`config.mk`:
```
export PLATFORM = sky130hd
export DESIGN_NAME = addr_gen_param
export DESIGN_NICKNAME = d
export VERILOG_FILES = /design/src/rtl/addr_gen_param.sv
export SDC_FILE = /design/constraint.sdc
export NUM_CORES = 1
export LEC_CHECK = 0
export ABC_CLOCK_PERIOD_IN_PS = 3000
export CELL_PAD_IN_SITES_DETAIL_PLACEMENT = 1
export CELL_PAD_IN_SITES_GLOBAL_PLACEMENT = 1
export CORE_MARGIN = 2
export CORE_UTILIZATION = 38
export DETAILED_ROUTE_END_ITERATION = 8
export GPL_TIMING_DRIVEN = 0
export PLACE_DENSITY = 0.76
export SLEW_MARGIN = 20
export SYNTH_ARGS = -nofsm -noshare
export SYNTH_HDL_FRONTEND = slang
export SYNTH_SLANG_ARGS = --single-unit
export TNS_END_PERCENT = 100
```
`constraint.sdc`:
```
create_clock -name clk -period 3 [get_ports clk]
set_clock_uncertainty 0.15 [all_clocks]
set_input_delay 0.6 -clock clk [delete_from_list [all_inputs] [get_ports clk]]
set_output_delay 0.6 -clock clk [all_outputs]
set_load 0.05 [all_outputs]
```
`src/rtl/addr_gen_param.sv`:
```
// rtl/addr_gen_param.sv - programmable base+i*stride address generator with one-shot/wrap modes
module addr_gen_param #(
  parameter int ADDR_W = 10
) (
  input  logic              clk,
  input  logic              rst,
  input  logic              start,
  input  logic              abort,
  input  logic [ADDR_W-1:0] base,
  input  logic [ADDR_W-1:0] stride,
  input  logic [ADDR_W-1:0] last_idx,
  input  logic              wrap_mode,
  input  logic              ack,
  output logic [ADDR_W-1:0] addr,
  output logic              valid,
  output logic              busy,
  output logic              done,
  output logic              status
);

  typedef enum logic [1:0] {S_IDLE, S_RUN, S_DONE} state_t;

  state_t            state_q, state_d;
  logic [ADDR_W-1:0] addr_q, addr_d;
  logic [ADDR_W-1:0] idx_q, idx_d;
  logic [ADDR_W-1:0] base_q, base_d;
  logic [ADDR_W-1:0] stride_q, stride_d;
  logic [ADDR_W-1:0] last_q, last_d;
  logic              wrap_q, wrap_d;
  logic              done_q, done_d;
  logic              status_q, status_d;
  logic              last_hit;

  // Compare before increment so a full-range sequence never overflows idx.
  assign last_hit = (idx_q == last_q);

  always_ff @(posedge clk) begin
    if (rst) begin
      state_q  <= S_IDLE;
      addr_q   <= '0;
      idx_q    <= '0;
      base_q   <= '0;
      stride_q <= '0;
      last_q   <= '0;
      wrap_q   <= 1'b0;
      done_q   <= 1'b0;
      status_q <= 1'b1;
    end else begin
      state_q  <= state_d;
      addr_q   <= addr_d;
      idx_q    <= idx_d;
      base_q   <= base_d;
      stride_q <= stride_d;
      last_q   <= last_d;
      wrap_q   <= wrap_d;
      done_q   <= done_d;
      status_q <= status_d;
    end
  end

  always_comb begin
    state_d = state_q;
    case (state_q)
      S_IDLE, S_DONE: if (start) state_d = S_RUN;
      S_RUN: begin
        if (abort) begin
          state_d = S_IDLE;
        end else if (ack && last_hit && !wrap_q) begin
          state_d = S_DONE;
        end
      end
      default: state_d = S_IDLE;
    endcase
  end

  always_comb begin
    addr_d   = addr_q;
    idx_d    = idx_q;
    base_d   = base_q;
    stride_d = stride_q;
    last_d   = last_q;
    wrap_d   = wrap_q;
    done_d   = 1'b0;
    status_d = status_q;
    case (state_q)
      S_IDLE, S_DONE: begin
        if (start) begin
          base_d   = base;
          stride_d = stride;
          last_d   = last_idx;
          wrap_d   = wrap_mode;
          addr_d   = base;
          idx_d    = '0;
          status_d = 1'b1;
        end
      end
      S_RUN: begin
        // Abort wins over a same-cycle ack: everything holds.
        if (!abort && ack) begin
          if (last_hit) begin
            done_d = 1'b1;
            if (wrap_q) begin
              addr_d = base_q;
              idx_d  = '0;
            end else begin
              status_d = 1'b0;
            end
          end else begin
            addr_d = addr_q + stride_q;
            idx_d  = idx_q + 1'b1;
          end
        end
      end
      default: ;
    endcase
  end

  always_comb begin
    addr   = addr_q;
    valid  = (state_q == S_RUN);
    busy   = (state_q == S_RUN);
    done   = done_q;
    status = status_q;
  end

endmodule
```
==> impl_metrics.env <==
export IMPL_status="complete, no violations"
export IMPL_finalHoldViolations=0
export IMPL_detail_route_wl_per_cell_um=16.76
export IMPL_dp_hpwl_um=6275
export IMPL_dieArea_mm2=0.008058
export IMPL_path_delay_family="buffers and inverters"
export IMPL_intPower_mw=1.272
export IMPL_crit_path_end_kind="primary output"
export IMPL_avgSynthCellArea_um2=7.941
export IMPL_fin_crit_ps=2850
export IMPL_cts_htree_levels=2
export IMPL_cts_tree="done"
export IMPL_slew_viol_final=0
export IMPL_fin_ws_ps=149.8
export IMPL_fmax_ghz=0.3509
export IMPL_synth_warnings=0
export IMPL_max_slew_margin=0.5741
export IMPL_drt_total_wl_um=8482
export IMPL_netlist_area_mm2=0.002795
export IMPL_antenna_found_initial=0
export IMPL_power_leakage_nw=1.323
export IMPL_drc=0
export IMPL_worst_pin_slew_ps=635.4
export IMPL_fin_nets=453
export IMPL_die_y_um=89.77
export IMPL_syn_nets=399
export IMPL_dp_cells=499
export IMPL_vdd_drop_max_mv=0.1962
export IMPL_cts_buffers=5
export IMPL_hold_path_class="flop to flop"
export IMPL_grt_pass1_wl_um=14080
export IMPL_powerDensity_mw_per_mm2=517.1
export IMPL_grt_pass1_vias=2786
export IMPL_core_mm2=0.007176
export IMPL_cts_sinks=55
export IMPL_rows=31
export IMPL_pre_cts_ws_ps=-23.19
export IMPL_routed_via_density=5.332
export IMPL_die_w_um=89.77
export IMPL_cap_violations=0
export IMPL_drt_iter0_drc=109
export IMPL_path_max_fanout=18
export IMPL_seqPwrFrac=0.440
export IMPL_place_port_buffers=48
export IMPL_cp_start_kind="flop"
export IMPL_whs_ps=312.1
export IMPL_switching_share=0.3037
export IMPL_placed_area_mm2=0.003400
export IMPL_grt_max_degree=19
export IMPL_ys_ff_latch=55
export IMPL_synthDistinctLibCells=50
export IMPL_period_share=0.9501
export IMPL_gp_congestion=0.8151
export IMPL_cp_slowest_cell="clkdlybuf4s50_1"
export IMPL_ant_nets=0
export IMPL_clk_path_buf_depth=2
export IMPL_clk_latency_ps=320
export IMPL_p_clk_frac=0.327
export IMPL_combPwrFrac=0.233
export IMPL_synth_edf_count=0
export IMPL_ys_seq_area_frac=0.3939
export IMPL_stdcell_count=506
export IMPL_grt_total_usage=0.2163
export IMPL_initial_core_util=0.3895
export IMPL_root_buffer="clkbuf_8"
export IMPL_setup_viol=0
export IMPL_async_reset_ff_frac=0
export IMPL_crit_buf_inv=3
export IMPL_synthesis_instances=352
export IMPL_synthFlopType="dfxtp_1"
export IMPL_syn_to_final_growth_pct=26.37
export IMPL_totalPowerFinal_mw=1.827
export IMPL_dr_total_vias=2698
export IMPL_max_stage_delay_ps=780
export IMPL_clkTransAtPathRegs_ps=110
export IMPL_path_cells="nand2b_1 -> buf_2 -> clkinv_2 -> clkdlybuf4s50_1"
export IMPL_final_area_mm2=0.003532
export IMPL_critical_path_class="flop to primary output"
export IMPL_rsz0062_at_grt="false"
export IMPL_switchingPower_mw=0.5547
export IMPL_io_pins=50
export IMPL_required_ps=2250
export IMPL_dr_pass1_iters=4
export IMPL_drive_above_1_share=0.05160
export IMPL_diodes=0
export IMPL_worstPathArrival_ps=2100
export IMPL_grt_remaining_overflow=0
through the flow:
stage          utilization  setup TNS, ps
4_1_cts             0.4919              0
3_5_place_dp        0.4738         -23.19
3_3_place_gp        0.4738              0
5_1_grt             0.4922              0
6_report            0.4922              0
2_1_floorplan            -              0
cell families (layout without fill, tap and decap cells):
logic type / after synthesis / in the layout / share of synthesized area
AOI/OAI and AO/OA: 99 / 99 / 0.2301
xor gates and xnor gates: 16 / 16 / 0.05014
adders and majority gates: 11 / 11 / 0.05193
buffers and inverters: 30 / 85 / 0.04790
DFF: 55 / 55 / 0.3939
muxes: 3 / 3 / 0.01074
and+or+nand+nor: 138 / 138 / 0.2153
state kept, by name (all words and copies together), names as in the netlist:
| signal | cells |
|---|---|
| addr | 10 |
| base_q | 10 |
| idx_q | 10 |
| last_q | 10 |
| stride_q | 10 |
| state_q | 2 |
| done | 1 |
| status | 1 |
| wrap_q | 1 |
Yosys cell counts, types with 2 or more instances:
cell type | number | share of area
xnor2_1 | 15 | 0.047
a41oi_1 | 2 | 0.0063
a211oi_1 | 3 | 0.0081
o41ai_1 | 2 | 0.0063
buf_6 | 2 | 0.0081
o21ai_0 | 7 | 0.013
nand3_1 | 7 | 0.013
mux2i_1 | 3 | 0.011
a21oi_2 | 2 | 0.0063
ha_1 | 10 | 0.045
nor2_1 | 15 | 0.020
o211ai_1 | 3 | 0.0081
inv_1 | 5 | 0.0067
dfxtp_1 | 55 | 0.39
a32o_1 | 3 | 0.011
nand2_1 | 84 | 0.11
or3_1 | 2 | 0.0045
nand4_1 | 4 | 0.0090
nor2b_1 | 2 | 0.0045
nor3b_1 | 3 | 0.0081
a31oi_1 | 2 | 0.0045
nand2_2 | 2 | 0.0045
a21oi_1 | 51 | 0.091
nand2b_1 | 2 | 0.0045
o21a_1 | 3 | 0.0081
buf_2 | 2 | 0.0036
clkbuf_1 | 19 | 0.026
a211o_1 | 2 | 0.0063
o31a_1 | 2 | 0.0063
a311oi_1 | 3 | 0.0094
a21o_1 | 4 | 0.011
and3_1 | 4 | 0.0090
nor3_1 | 10 | 0.018
tightest hold or removal path, stage by stage (launching register included):
cell and delay [ps]:
dfxtp_1 320, nand2_1 50, a21oi_1 50
metal layers:
layer  GRT usage  up-vias  wire, um
met4     0.06026        0       105
met5           0        -         0
met3     0.03521        8       473
met1      0.2961     1280      4021
li1            -     1330         -
met2      0.3548       80      3882
power groups by stage:
stage | sequential, mW | clock, mW | combinational, mW
after global routing | 0.810 | 0.630 | 0.465
after floorplan | 0.859 | 0 | 0.225
final | 0.803 | 0.597 | 0.426
after detailed placement | 0.820 | 0 | 0.426
after CTS | 0.803 | 0.607 | 0.428
after global placement | 0.819 | 0 | 0.416
cell usage in the layout (no fill, tap or decap), types with 3 or more instances in the layout:
| cell type | Yosys | final |
|---|---|---|
| a211oi_1 | 3 | 3 |
| a21o_1 | 4 | 4 |
| a21oi_1 | 51 | 51 |
| a311oi_1 | 3 | 3 |
| a32o_1 | 3 | 3 |
| and3_1 | 4 | 4 |
| clkbuf_1 | 19 | 19 |
| clkbuf_8 | 0 | 5 |
| clkdlybuf4s50_1 | 0 | 47 |
| dfxtp_1 | 55 | 55 |
| ha_1 | 10 | 10 |
| inv_1 | 5 | 5 |
| mux2i_1 | 3 | 3 |
| nand2_1 | 84 | 84 |
| nand3_1 | 7 | 7 |
| nand4_1 | 4 | 4 |
| nor2_1 | 15 | 15 |
| nor3_1 | 10 | 10 |
| nor3b_1 | 3 | 3 |
| o211ai_1 | 3 | 3 |
| o21a_1 | 3 | 3 |
| o21ai_0 | 7 | 7 |
| xnor2_1 | 15 | 15 |
cell type report:
type                    count  area [um^2]
repair buffers             48        483.0
multi-input cells         267         1560
well taps                  99        123.9
fillers                   910         3643
flip-flops and latches     55         1101
plain buffers              23        107.6
inverters                   6        23.77
clock inverters             2        60.06
clock buffers               6        72.57
repair_timing:
action	CTS	global route
gates cloned	0	0
setup buffers	0	0
setup endpoints to repair	2	1
hold buffers	0	0
gates resized for setup	1	1
path summary, 6_finish.rpt:
| kind | startpoint | end | slack [ps] | cells past startpoint |
|---|---|---|---|---|
| max | state_q[1]$_SDFFE_PP0P_ | busy | 150 | 4 |
| min | base_q[0]$_SDFFE_PP0P_ | base_q[0]$_SDFFE_PP0P_ | 310 | 2 |
| max reg2reg | addr[0]$_SDFFE_PP0P_ | addr[8]$_SDFFE_PP0P_ | 340 | 8 |
| min reg2reg | base_q[0]$_SDFFE_PP0P_ | base_q[0]$_SDFFE_PP0P_ | 310 | 2 |
Power figures use the tool's default switching activity.
